==> src/rtl/gen_arb_pkg.sv <==
// rtl/gen_arb_pkg.sv - shared FSM state type and default sizing for gen_arbiter
package gen_arb_pkg;

  typedef enum logic {
    ST_IDLE  = 1'b0,
    ST_BURST = 1'b1
  } state_t;

  localparam int NREQ_DEF   = 4;
  localparam int LEN_W_DEF  = 4;
  localparam int DATA_W_DEF = 8;

endpackage

==> src/rtl/rr_pick.sv <==
// rtl/rr_pick.sv - combinational round-robin selector, search starts just after i_ptr
module rr_pick #(
  parameter int NREQ  = 4,
  parameter int IDX_W = 2
) (
  input  logic [NREQ-1:0]  i_req,
  input  logic [IDX_W-1:0] i_ptr,
  output logic [NREQ-1:0]  o_onehot,
  output logic [IDX_W-1:0] o_idx
);

  logic             w_found;
  logic [IDX_W-1:0] w_cand;

  always_comb begin
    o_onehot = '0;
    o_idx    = '0;
    w_found  = 1'b0;
    w_cand   = '0;
    // k runs 1..NREQ so the current pointer holder is checked last
    for (int k = 1; k <= NREQ; k++) begin
      w_cand = IDX_W'((int'(i_ptr) + k) % NREQ);
      if (!w_found && i_req[w_cand]) begin
        w_found          = 1'b1;
        o_onehot[w_cand] = 1'b1;
        o_idx            = w_cand;
      end
    end
  end

endmodule

==> src/rtl/gen_arbiter.sv <==
// rtl/gen_arbiter.sv - round-robin burst arbiter owning a shared 8-bit data generator
// Optional macro GEN_ARB_BURST_CLR_EN: clear the data counter at every arbitration.
module gen_arbiter
  import gen_arb_pkg::*;
#(
  parameter int NREQ   = NREQ_DEF,
  parameter int LEN_W  = LEN_W_DEF,
  parameter int DATA_W = DATA_W_DEF
) (
  input  logic                  clk,
  input  logic                  rst,
  input  logic [NREQ-1:0]       req,
  input  logic [NREQ*LEN_W-1:0] burst_len,
  input  logic                  ready,
  output logic [NREQ-1:0]       grant,
  output logic [DATA_W-1:0]     data_out,
  output logic                  valid,
  output logic                  last,
  output logic                  busy
);

  localparam int IDX_W = $clog2(NREQ);

  state_t           r_state;
  state_t           w_state_nxt;
  logic [NREQ-1:0]  r_grant;
  logic [IDX_W-1:0] r_idx;
  logic [IDX_W-1:0] r_ptr;
  logic [LEN_W-1:0] r_cnt;
  logic [DATA_W-1:0] r_data;

  logic [NREQ-1:0]  w_onehot;
  logic [IDX_W-1:0] w_idx;
  logic             w_arb;
  logic             w_xfer;
  logic             w_end;

  rr_pick #(
    .NREQ  (NREQ),
    .IDX_W (IDX_W)
  ) u_rr_pick (
    .i_req    (req),
    .i_ptr    (r_ptr),
    .o_onehot (w_onehot),
    .o_idx    (w_idx)
  );

  assign w_arb  = (r_state == ST_IDLE) && (|req);
  assign w_xfer = (r_state == ST_BURST) && ready;
  assign w_end  = w_xfer && (r_cnt == '0);

  always_ff @(posedge clk) begin
    if (rst) begin
      r_state <= ST_IDLE;
    end else begin
      r_state <= w_state_nxt;
    end
  end

  always_comb begin
    w_state_nxt = r_state;
    case (r_state)
      ST_IDLE:  if (w_arb) w_state_nxt = ST_BURST;
      ST_BURST: if (w_end) w_state_nxt = ST_IDLE;
      default:  w_state_nxt = ST_IDLE;
    endcase
  end

  // r_cnt holds remaining beats minus one, so zero marks the last beat
  always_ff @(posedge clk) begin
    if (rst) begin
      r_grant <= '0;
      r_idx   <= '0;
      r_ptr   <= IDX_W'(NREQ - 1);
      r_cnt   <= '0;
      r_data  <= '0;
    end else begin
      if (w_arb) begin
        r_grant <= w_onehot;
        r_idx   <= w_idx;
        r_cnt   <= burst_len[int'(w_idx)*LEN_W +: LEN_W];
`ifdef GEN_ARB_BURST_CLR_EN
        r_data  <= '0;
`endif
      end
      if (w_xfer) begin
        r_data <= r_data + DATA_W'(1);
        if (w_end) begin
          r_grant <= '0;
          r_ptr   <= r_idx;
        end else begin
          r_cnt <= r_cnt - LEN_W'(1);
        end
      end
    end
  end

  assign grant    = r_grant;
  assign data_out = r_data;
  assign valid    = (r_state == ST_BURST);
  assign last     = (r_state == ST_BURST) && (r_cnt == '0);
  assign busy     = |r_grant;

endmodule

==> config.mk <==
export PLATFORM = sky130hd
export DESIGN_NAME = gen_arbiter
export DESIGN_NICKNAME = d
export VERILOG_FILES = /design/src/rtl/gen_arb_pkg.sv /design/src/rtl/rr_pick.sv /design/src/rtl/gen_arbiter.sv
export SDC_FILE = /design/constraint.sdc
export NUM_CORES = 1
export LEC_CHECK = 0
export ABC_AREA = 1
export BUFFER_PORTS_ARGS = -buffer_cell sky130_fd_sc_hd__buf_4
export CELL_PAD_IN_SITES_DETAIL_PLACEMENT = 0
export CELL_PAD_IN_SITES_GLOBAL_PLACEMENT = 2
export CORE_MARGIN = 3
export CORE_UTILIZATION = 30
export CTS_BUF_LIST = sky130_fd_sc_hd__clkbuf_8
export DETAILED_ROUTE_END_ITERATION = 10
export PLACE_DENSITY = 0.82
export SETUP_SLACK_MARGIN = 0.4
export SLEW_MARGIN = 25
export SYNTH_ARGS = -nofsm -noshare
export SYNTH_HDL_FRONTEND = slang
export SYNTH_SLANG_ARGS = --single-unit
==> constraint.sdc <==
create_clock -name clk -period 2.53 [get_ports clk]
set_clock_uncertainty 0.15 [all_clocks]
set_input_delay 0.506 -clock clk [delete_from_list [all_inputs] [get_ports clk]]
set_output_delay 0.506 -clock clk [all_outputs]
set_load 0.05 [all_outputs]
==> results.sh <==
export IMPL_place_area_sq_um=1950
export IMPL_place_congestion=0.800
export IMPL_grt_setup_unrepaired="true"
export IMPL_path_max_fanout=8
export IMPL_drt_pass1_iter_count=4
export IMPL_groute_usage_overall_pct=13.8
export IMPL_combPwrFrac_pct=67.9
export IMPL_die_x_um=78.3
export IMPL_ir_drop_uv=392
export IMPL_hold_class="flop to flop"
export IMPL_regArea_sq_um=425
export IMPL_hold_viol=0
export IMPL_yosysWarnings=0
export IMPL_layout_drive_gt1_share_pct=34.1
export IMPL_drc=0
export IMPL_drv_slew=0
export IMPL_cts_root_buffer="clkbuf_8"
export IMPL_numCtsBuffers=3
export IMPL_criticalPathCategory="flop to flop"
export IMPL_rows=25
export IMPL_max_cap_violations=0
export IMPL_setup_viol=0
export IMPL_finish_instance_area_sq_um=2110
export IMPL_cts_tree="done"
export IMPL_wl_per_cell_um=12.3
export IMPL_clock_sinks=21
export IMPL_detail_route_vias_per_cell=4.75
export IMPL_detail_route_antenna_nets=0
export IMPL_finalSetupTns_ns=0
export IMPL_highest_layer="met4"
export IMPL_io_buffers=37
export IMPL_crit_arrival_ns=2.04
export IMPL_finalWorstSetupSlack_ns=0.493
export IMPL_startpoint_type="flop"
export IMPL_slew_headroom_pct=79.9
export IMPL_syn_nets=251
export IMPL_hold_buffers=0
export IMPL_grt_overflow_total=0
export IMPL_pwr_share_seq_pct=22.1
export IMPL_fin_nets=302
export IMPL_multi_input_area_sq_um=1090
export IMPL_swShare_pct=51.3
export IMPL_syn_area_sq_um=1570
export IMPL_ioPinCount=38
export IMPL_synth_seq_cells=21
export IMPL_cts_buffer_depth=2
export IMPL_syn_inst=217
export IMPL_syn_to_final_growth_pct=34.8
export IMPL_wl_met2_mm=2.03
export IMPL_synthFlopType="dfxtp_1"
export IMPL_intPower_mw=1.06
export IMPL_critPathCaptureType="flop"
export IMPL_fillers=541
export IMPL_core_sq_um=4880
export IMPL_n_antenna_cell=0
export IMPL_wl_met3_um=116
export IMPL_p_per_area_nw_per_um2=1030
export IMPL_route_vias_total=1585
export IMPL_async_flop_share_pct=0
export IMPL_grt_pass1_vias=1517
export IMPL_ys_seq_area_share_pct=26.8
export IMPL_outcome="finished, final reports clean"
export IMPL_ys_types=35
export IMPL_fin_crit_ns=2.04
export IMPL_drt_met1_wl_mm=1.94
export IMPL_antenna_found_initial=0
export IMPL_p_sw_mw=1.12
export IMPL_routed_wl_mm=4.12
export IMPL_worstMarginPinSlew_ns=0.299
export IMPL_dieArea_sq_um=6120
export IMPL_clockPowerShare_pct=10.0
export IMPL_fmaxAchievable_mhz=491
export IMPL_fin_util_pct=43.3
export IMPL_clkTransAtPathRegs_ns=0.08
export IMPL_syn_avg_cell_area_sq_um=7.22
export IMPL_drt_iter0_drc=52
export IMPL_synth_edf_count=0
export IMPL_dieHeight_um=78.3
export IMPL_grt_pass1_wl_mm=6.93
export IMPL_pre_cts_ws_ns=0.144
export IMPL_grt_max_degree=13
export IMPL_start_util_pct=32.1
export IMPL_htree_levels=1
export IMPL_worstSkewPairLatency_ns=0.26
export IMPL_hpwlAfterDp_mm=3.10
export IMPL_cp_required_ns=2.53
export IMPL_fin_crit_sh_pct=80.5
export IMPL_leakage_nw=0.979
## registers in the layout, indices dropped and copies added, names as in the netlist
signal	flops
valid	1
r_idx	2
grant	4
data_out	8
r_ptr	2
r_cnt	4
## path summary, 6_finish.rpt
| path | end | start | cells after the start | slack (ns) |
|---|---|---|---|---|
| setup / recovery | r_cnt[3] | r_ptr[1] | 13 | 0.49 |
| hold / removal | data_out[7] | data_out[7] | 2 | 0.32 |
| setup reg to reg | r_cnt[3] | r_ptr[1] | 13 | 0.49 |
| hold reg to reg | data_out[7] | data_out[7] | 2 | 0.32 |
## final cells by class
type / instances / area share [%]
multi-input combinational: 166 / 51.5
clock inverter: 1 / 0.237
sequential: 21 / 20.1
tap: 67 / 3.97
inverter: 30 / 5.81
clock buffer: 3 / 1.95
timing repair buffer: 46 / 16.4
## power groups by stage
stage | clock network, mW | registers (mW) | logic [mW]
2_1_floorplan | 0 | 0.581 | 0.913
3_3_place_gp | 0 | 0.490 | 1.32
3_5_place_dp | 0 | 0.491 | 1.32
4_1_cts | 0.228 | 0.481 | 1.41
5_1_grt | 0.246 | 0.495 | 1.64
6_report | 0.218 | 0.482 | 1.48
## cell usage after synthesis (2+ instances only)
master / count / area share (%)
nor2_1: 12 / 2.9
nand2_1: 39 / 9.3
inv_2: 2 / 0.48
ha_1: 11 / 8.8
o21ai_0: 17 / 5.4
nand3_2: 9 / 5.8
a21oi_2: 4 / 2.2
inv_1: 26 / 6.2
nand3_1: 24 / 7.7
a31oi_1: 4 / 1.6
nand2_4: 4 / 2.9
dfxtp_1: 21 / 27
xor2_1: 2 / 1.1
a21oi_1: 12 / 3.8
nand2_2: 4 / 1.6
nand4_1: 2 / 0.80
nor3_1: 3 / 0.96
a221oi_1: 4 / 2.2
## per-layer routing
layer / global-route usage, % / vias up
li1: - / 843
met1: 17.7 / 716
met2: 24.1 / 24
met3: 1.49 / 2
met4: 4.20 / 0
met5: 0 / -
## logic make-up (layout without fill, tap and decap cells)
| kind of cell | after synthesis | after routing | synth area share, % |
|---|---|---|---|
| xor gates and xnor gates | 3 | 3 | 1.68 |
| and+or+nand+nor | 104 | 107 | 37.0 |
| AOI/OAI and AO/OA | 45 | 45 | 17.1 |
| adders and majority gates | 11 | 11 | 8.79 |
| DFF | 21 | 21 | 26.8 |
| buffers and inverters | 33 | 80 | 8.63 |
## repair_timing
action / in CTS / in global routing
cloned: 2 / 1
setup endpoints to repair: 10 / 6
buffers inserted: 4 / 2
gates resized for setup: 7 / 8
pin swaps: 4 / 5
## stage by stage
stage | std cells | power [mW] | hold WS, ns
after floorplan | 217 | 1.49 | 0.287
after global placement | 321 | 1.81 | 0.303
after detailed placement | 321 | 1.81 | 0.308
after CTS | 331 | 2.12 | 0.322
after global routing | 334 | 2.38 | 0.345
final | 334 | 2.18 | 0.319
## critical path: stages, from the launching register on
cell,delay [ns]
dfxtp_4,0.38
inv_6,0.06
ha_4,0.28
inv_1,0.06
nand3_2,0.09
nand2_4,0.10
nor2_8,0.18
nand2_4,0.09
nor2_4,0.12
inv_1,0.06
nand2_2,0.10
nand3_1,0.10
nand3_2,0.10
a21oi_2,0.05
## layout by cell type, fill, tap and decap left out, types with 2 or more instances in the layout
cell / n
a21oi_1: 11
a21oi_2: 4
a221oi_1: 4
a31oi_1: 4
buf_4: 46
clkbuf_8: 3
dfxtp_1: 19
ha_1: 10
inv_1: 25
inv_4: 2
nand2_1: 35
nand2_2: 8
nand2_4: 6
nand3_1: 24
nand3_2: 9
nand4_1: 2
nor2_1: 12
nor2_4: 2
nor3_1: 3
o21ai_0: 16
xor2_1: 2
Note: power is estimated with default switching activity, not from simulation.
